File: src/rtl/decoded_instruction_queue.sv
// decoded_instruction_queue: circular FIFO between the instruction format
// decoder and the register-read/issue stage. The head entry is offered with
// valid/ready. stall_o is raised early so the upstream pipeline, which has no
// backpressure of its own, can stop issuing before entries are lost.
module decoded_instruction_queue #(
  parameter int addressSize      = 64,
  parameter int opcodeWidth      = 6,
  parameter int xOpCodeWidth     = 10,
  parameter int formatIndexRange = 5,
  parameter int regWidth         = 5,
  parameter int immWidth         = 16,
  parameter int depthLog2        = 3,
  parameter int skidSlots        = 2
) (
  input  logic                        clock_i,
  input  logic                        reset_i,
  input  logic                        enable_i,
  input  logic [opcodeWidth-1:0]      opCode_i,
  input  logic [xOpCodeWidth-1:0]     xOpCode_i,
  input  logic [addressSize-1:0]      address_i,
  input  logic [formatIndexRange-1:0] instructionFormat_i,
  input  logic [regWidth-1:0]         reg1_i,
  input  logic [regWidth-1:0]         reg2_i,
  input  logic [regWidth-1:0]         reg3_i,
  input  logic [immWidth-1:0]         imm_i,
  input  logic                        bit1_i,
  input  logic                        bit2_i,
  input  logic                        flush_i,
  input  logic                        readReady_i,
  output logic                        enable_o,
  output logic [opcodeWidth-1:0]      opCode_o,
  output logic [xOpCodeWidth-1:0]     xOpCode_o,
  output logic [addressSize-1:0]      address_o,
  output logic [formatIndexRange-1:0] instructionFormat_o,
  output logic [regWidth-1:0]         reg1_o,
  output logic [regWidth-1:0]         reg2_o,
  output logic [regWidth-1:0]         reg3_o,
  output logic [immWidth-1:0]         imm_o,
  output logic                        bit1_o,
  output logic                        bit2_o,
  output logic                        stall_o,
  output logic [depthLog2:0]          count_o,
  output logic                        overflow_o
);

  localparam int DEPTH = 1 << depthLog2;
  localparam logic [depthLog2:0] FULL_C  = (depthLog2+1)'(DEPTH);
  localparam logic [depthLog2:0] STALL_C = (depthLog2+1)'(DEPTH - skidSlots);

  typedef struct packed {
    logic [opcodeWidth-1:0]      op_code;
    logic [xOpCodeWidth-1:0]     x_op_code;
    logic [addressSize-1:0]      address;
    logic [formatIndexRange-1:0] format;
    logic [regWidth-1:0]         reg1;
    logic [regWidth-1:0]         reg2;
    logic [regWidth-1:0]         reg3;
    logic [immWidth-1:0]         imm;
    logic                        bit1;
    logic                        bit2;
  } entry_t;

  entry_t                 mem_q [DEPTH];
  entry_t                 mem_d [DEPTH];
  logic [depthLog2-1:0]   wr_ptr_q, wr_ptr_d;
  logic [depthLog2-1:0]   rd_ptr_q, rd_ptr_d;
  logic [depthLog2:0]     count_q, count_d;
  logic                   overflow_q, overflow_d;

  entry_t entry_in;
  entry_t head;
  logic   push;
  logic   pop;
  logic   full;

  assign entry_in = '{op_code:   opCode_i,
                      x_op_code: xOpCode_i,
                      address:   address_i,
                      format:    instructionFormat_i,
                      reg1:      reg1_i,
                      reg2:      reg2_i,
                      reg3:      reg3_i,
                      imm:       imm_i,
                      bit1:      bit1_i,
                      bit2:      bit2_i};

  // Next-state: push/pop bookkeeping, flush overrides everything.
  always_comb begin
    mem_d      = mem_q;
    wr_ptr_d   = wr_ptr_q;
    rd_ptr_d   = rd_ptr_q;
    count_d    = count_q;
    overflow_d = 1'b0;
    full       = (count_q == FULL_C);
    // No bypass: an empty queue never pops, even with a push this cycle.
    pop        = (count_q != '0) && readReady_i;
    push       = enable_i && (!full || pop);
    if (flush_i) begin
      wr_ptr_d = '0;
      rd_ptr_d = '0;
      count_d  = '0;
    end else begin
      if (push) begin
        mem_d[wr_ptr_q] = entry_in;
        wr_ptr_d        = wr_ptr_q + depthLog2'(1);
      end
      if (pop) begin
        rd_ptr_d = rd_ptr_q + depthLog2'(1);
      end
      if (push && !pop) begin
        count_d = count_q + (depthLog2+1)'(1);
      end else if (pop && !push) begin
        count_d = count_q - (depthLog2+1)'(1);
      end
      overflow_d = enable_i && !push;
    end
  end

  // State registers; reset also clears storage so head fields read zero.
  always_ff @(posedge clock_i or posedge reset_i) begin
    if (reset_i) begin
      mem_q      <= '{default: '0};
      wr_ptr_q   <= '0;
      rd_ptr_q   <= '0;
      count_q    <= '0;
      overflow_q <= 1'b0;
    end else begin
      mem_q      <= mem_d;
      wr_ptr_q   <= wr_ptr_d;
      rd_ptr_q   <= rd_ptr_d;
      count_q    <= count_d;
      overflow_q <= overflow_d;
    end
  end

  assign head                = mem_q[rd_ptr_q];
  assign opCode_o            = head.op_code;
  assign xOpCode_o           = head.x_op_code;
  assign address_o           = head.address;
  assign instructionFormat_o = head.format;
  assign reg1_o              = head.reg1;
  assign reg2_o              = head.reg2;
  assign reg3_o              = head.reg3;
  assign imm_o               = head.imm;
  assign bit1_o              = head.bit1;
  assign bit2_o              = head.bit2;

  assign enable_o   = (count_q != '0);
  assign stall_o    = (count_q >= STALL_C);
  assign count_o    = count_q;
  assign overflow_o = overflow_q;

endmodule

File: config.mk
export PLATFORM = sky130hd
export DESIGN_NAME = decoded_instruction_queue
export DESIGN_NICKNAME = d
export VERILOG_FILES = /design/src/rtl/decoded_instruction_queue.sv
export SDC_FILE = /design/constraint.sdc
export NUM_CORES = 2
export LEC_CHECK = 0
export CORE_ASPECT_RATIO = 1.5
export CORE_UTILIZATION = 55
export DETAILED_ROUTE_END_ITERATION = 16
export PLACE_DENSITY = 0.75
export REMOVE_ABC_BUFFERS = 1
export SYNTH_ARGS = -nofsm -noshare
export SYNTH_HDL_FRONTEND = slang
export SYNTH_SLANG_ARGS = --single-unit
File: constraint.sdc
create_clock -name clock_i -period 49.1 [get_ports clock_i]
set_input_delay 4.91 -clock clock_i [delete_from_list [all_inputs] [get_ports clock_i]]
set_output_delay 4.91 -clock clock_i [all_outputs]
set_load 0.05 [all_outputs]
# Yosys cells after proc, flatten, opt, wreduce, memory -nomap -nowiden

Index checks and enable logic that the tools add are counted.

Add/sub/neg operators: 4
Magnitude comparators: 4
Equality and inequality tests: 1
Mux-type cells: 14
Bitwise gates (word level): 3
Reduce and logical (&&, ||, !) cells: 15

Operators by type and width:

| operator            | count |
|---|---|
| $bwmux 944          | 1 |
| $bmux 118 s3        | 1 |
| $demux 118 s3       | 1 |
| $mux 118            | 3 |
| $mux 3              | 4 |
| $mux 4              | 3 |
| $ge 4x4->1 const B  | 2 |
| $not 3->4           | 2 |
| $add 3x1->3 const B | 2 |
| $logic_and 1x1->1   | 6 |
| $add 4x1->4 const B | 1 |
| $eq 4x4->1 const B  | 1 |
| $ge 4x3->1 const B  | 1 |
| $lt 4x1->1 const B  | 1 |
| $reduce_bool 2->1   | 2 |
| $reduce_bool 4->1   | 1 |
| $sub 4x1->4 const B | 1 |
| $logic_not 1->1     | 3 |
| $reduce_bool 3->1   | 1 |
| $reduce_and 2->1    | 1 |
| $logic_or 1x1->1    | 1 |
| $mux 1              | 1 |
| $not 1->1           | 1 |

Register bits: 955
Bits of input ports: 123
Output and inout port bits: 125
Word-level logic and storage cells: 125

# Longest topological paths before layout

Depth after elaboration: 9
Mapped depth: 9
Mapped depth without buffers: 8

# Worst setup path after synthesis

No wires, ideal clock.

Path type: reg-to-output
Start: register rd_ptr_q[0]
End: output address_o[27]
Arrival: 1.939 ns
Data required time: 44.190 ns
Slack: 42.251 ns
Cell stages (with the launch flop): 6
Buffers on the path: 3
Cells stage by stage: dfrtp_1 > clkbuf_1 > buf_2 > buf_2 > mux4_2 > mux2_2

Cells in the longest elaborated chain, start to end: 4

RTL lines:

| item                                         | line | text |
|---|---|---|
| from (decl)                                  | 66   | `logic [depthLog2-1:0] rd_ptr_q, rd_ptr_d;` |
| from (signal assigned)                       | 130  | `rd_ptr_q <= rd_ptr_d;` |
| $not 3->4 (not written as such)              | 136  | `assign head = mem_q[rd_ptr_q];` |
| $bmux 118 s3                                 | 136  |  |
| $mux 118 (not written as such) (2 in series) | 136  |  |
| to (decl)                                    | 33   | `output logic [addressSize-1:0] address_o,` |

No other way between the ends. The select of a mux whose other input is x is not followed.

# Worst setup path after layout

Start: register rd_ptr_q[0]
End: output address_o[3]

The elaborated chain is that of the path after synthesis.

==> flow_summary.yaml <==
layout:
  instances_no_fill: 3780
  final_layout_size_suffix_gt1_frac: 0.537
  nets: 2824
  final_area_sq_um: 48900
  area_growth_syn_to_layout_pct: 13.8
power_and_ir_drop:
  power.leakage_nw: 22.3
  powerDensity_nw_per_um2: 55.7
  irDropWorstVdd_uv: 44.2
  report.power.total_mw: 2.72
setup_path:
  startpoint_type: "flop"
  cp-end-kind: "output pin"
  r2r_slack_ns: 44.85
  cp_max_fo: 48
  criticalPathCategory: "reg -> out"
  worstPathArrival_ns: 4.94
  cp.required_ns: 44.19
timing:
  min_period_over_period: 0.201
  drv_slew: 0
  clock.fmax_mhz: 101
  final-setup-viol-count: 0
  slew_headroom: 0.236
  worst_pin_slew_ns: 1.15
  fin_ws_ns: 39.25
  hold_violations: 0
  clock_skew_ns: 0.0172
  min_period_ns: 9.85
  grt_setup_unrepaired: "no"
  fin_tns_setup_ns: 0
synth:
  avgSynthCellArea_sq_um: 17.3
  yosys.area_share.simple: 0.00452
  muxShareOfSynthArea: 0.406
  synth_top_family_by_area: "multiplexers"
  synthAdderAreaFrac: 0.00163
  netlist_area_sq_um: 42900
  synth_compound_area_frac: 0.00192
  yosysWarnings: 0
  synthXorXnorAreaFrac: 0.00143
  synth_cell_type_count: 44
  synth_seq_cells: 955
  ys_seq_area_frac: 0.557
  synthesis.instances: 2489
routing:
  drt_iter0_drc: 1218
  wirelength_um: 94600
  ant_nets: 0
  avgViaCountPerCell: 6.06
  dr.pass1.iters: 4
  wire_per_inst_um: 25.0
  vias: 22900
  drcViolationCount: 0
floorplan:
  floorplan.initialDensity: 0.555
  die_w_um: 230
  die_area_sq_um: 79200
  core_sq_um: 77400
  top_level_ports: 248
  rows: 125
  die_y_um: 344
global_route:
  grt_max_degree: 194
  grt_pass1_vias: 25900
  grt_usage: 0.247
  global_route.usage.met2: 0.421
  grt_pass1_wl_um: 150000
  grt_use_met3: 0.0403
  grtUsageMet1: 0.321
  grt-ovfl-total: 0
  grt-busiest-layer: "met2"
  antenna_found_initial: 8
place:
  dp_cells: 3620
  placed_area_sq_um: 45900
  routabilityCongestion: 0.729
  portBuffers: 247
  pre_cts_ws_ns: 38.96
  place_hpwl_um: 54900
clock_tree:
  cts_htree_levels: 3
  cts_made_buffers: 90
  clkLatencyLatePin_ns: 0.65
  clk_path_buf_depth: 3
  post_cts_buffers: 0
  clock-root-buffer: "clkbuf_16"
  cts_tree: "done"
  cts.sinks: 955
  hold_buffers: 0
  post_cts_resized: 0
  clk_pin_slew_worst_paths_ns: 0.06
flow_run:
  maxCapViolCount: 0
outcome:
  outcome: "complete, no violations"
min_path:
  hold_path.class: "reg -> reg"
==> worst paths after layout <==
path / from / end / cells past startpoint
setup / recovery: rd_ptr_q[0]$_DFFE_PP0P_ / address_o[3] / 5
hold reg to reg: mem_q[595]$_DFFE_PP0P_ / mem_q[595]$_DFFE_PP0P_ / 1
min in group asynchronous: reset_i / mem_q[244]$_DFFE_PP0P_ / 2
setup reg to reg: count_o[0]$_DFFE_PP0P_ / mem_q[256]$_DFFE_PP0P_ / 6
max in group asynchronous: reset_i / mem_q[671]$_DFFE_PP0P_ / 6
hold / removal: mem_q[595]$_DFFE_PP0P_ / mem_q[595]$_DFFE_PP0P_ / 1
==> per-layer routing <==
layer	up-vias	share of wire
li1	9781	-
met1	12500	0.41
met2	439	0.52
met3	147	0.043
met4	10	0.027
met5	-	0.00070
==> state kept, by name (all words and copies together), names as in the netlist <==
name        count
rd_ptr_q        3
count_o         4
wr_ptr_q        3
overflow_o      1
mem_q         944
==> cells in the final DEF, fill, tap and decap left out, types with 5 or more instances in the layout <==
cell | netlist | final
buf_4 | 56 | 40
clkdlybuf4s50_1 | 0 | 247
clkbuf_16 | 0 | 91
mux2_1 | 9 | 9
mux2_4 | 40 | 40
bufinv_16 | 0 | 8
nor2_1 | 10 | 10
clkinvlp_4 | 0 | 5
clkinv_2 | 0 | 17
dfrtp_1 | 955 | 952
clkbuf_8 | 0 | 15
mux2_2 | 1014 | 1014
clkbuf_1 | 37 | 15
mux4_2 | 236 | 236
==> synthesized netlist by cell type (all sizes together) <==
| master | number | area share |
|---|---|---|
| o211ai | 1 | 0.00017 |
| o41ai | 1 | 0.00020 |
| dfrtp | 955 | 0.56 |
| nand4b | 2 | 0.00041 |
| nand3 | 2 | 0.00023 |
| nand4 | 2 | 0.00029 |
| nand3b | 1 | 0.00017 |
| nand2 | 4 | 0.00035 |
| nor4bb | 1 | 0.00023 |
| o21ai | 1 | 0.00020 |
| or2 | 1 | 0.00015 |
| a21oi | 2 | 0.00023 |
| or3 | 1 | 0.00026 |
| nand2b | 1 | 0.00015 |
| clkbuf | 37 | 0.0032 |
| buf | 136 | 0.024 |
| or4 | 1 | 0.00017 |
| mux4 | 236 | 0.12 |
| a21o | 1 | 0.00017 |
| o211a | 1 | 0.00023 |
| ha | 4 | 0.0012 |
| o311ai | 1 | 0.00020 |
| nor4b | 1 | 0.00020 |
| inv | 4 | 0.00035 |
| a31oi | 1 | 0.00015 |
| mux2 | 1063 | 0.28 |
| a211oi | 1 | 0.00017 |
| nor2 | 10 | 0.00087 |
| o21a | 1 | 0.00017 |
| xnor2 | 4 | 0.00082 |
| xor2 | 3 | 0.00061 |
| or4b | 1 | 0.00023 |
| fa | 1 | 0.00047 |
| nor2b | 2 | 0.00029 |
| and4b | 1 | 0.00023 |
| and3 | 1 | 0.00015 |
| mux2i | 2 | 0.00047 |
| nor3 | 1 | 0.00012 |
==> per-stage QoR <==
stage | hold slack [ns] | utilization
global route | 0.503 | 0.631
floorplan | 0.459 | -
detailed placement | 0.477 | 0.593
finish | 0.485 | 0.631
CTS | 0.490 | 0.631
global placement | 0.468 | 0.593
==> layout make-up <==
cell class	instances	area, sq um
Timing Repair Buffer	288	2790
Multi-Input combinational cell	1357	17900
Fill cell	5545	28600
Antenna cell	3	7.51
Clock inverter	36	430
Sequential cell	955	23900
Inverter	4	22.5
Clock buffer	121	2540
Tap cell	1016	1270
==> critical path: stages, from the launching register on <==
cell and delay (ns):
dfrtp_4 1.10, buf_4 0.70, buf_4 0.78, mux4_2 0.60, mux2_2 0.28, clkdlybuf4s50_1 0.75
==> where the power goes <==
part / switching [mW] / internal (mW)
clock: 0.295 / 0.405
combinational: 0.503 / 0.453
sequential: 0.0996 / 0.966
==> logic make-up after synthesis <==
family | Yosys count
multiplexers | 1301
flip-flops | 955
buffers and inverters | 177
AND/OR/NAND/NOR | 33
AO/OA/AOI/OAI | 11
XOR/XNOR | 7
adder cells (fa/ha/maj) | 5
No activity file was read; power rests on OpenSTA's default activity.
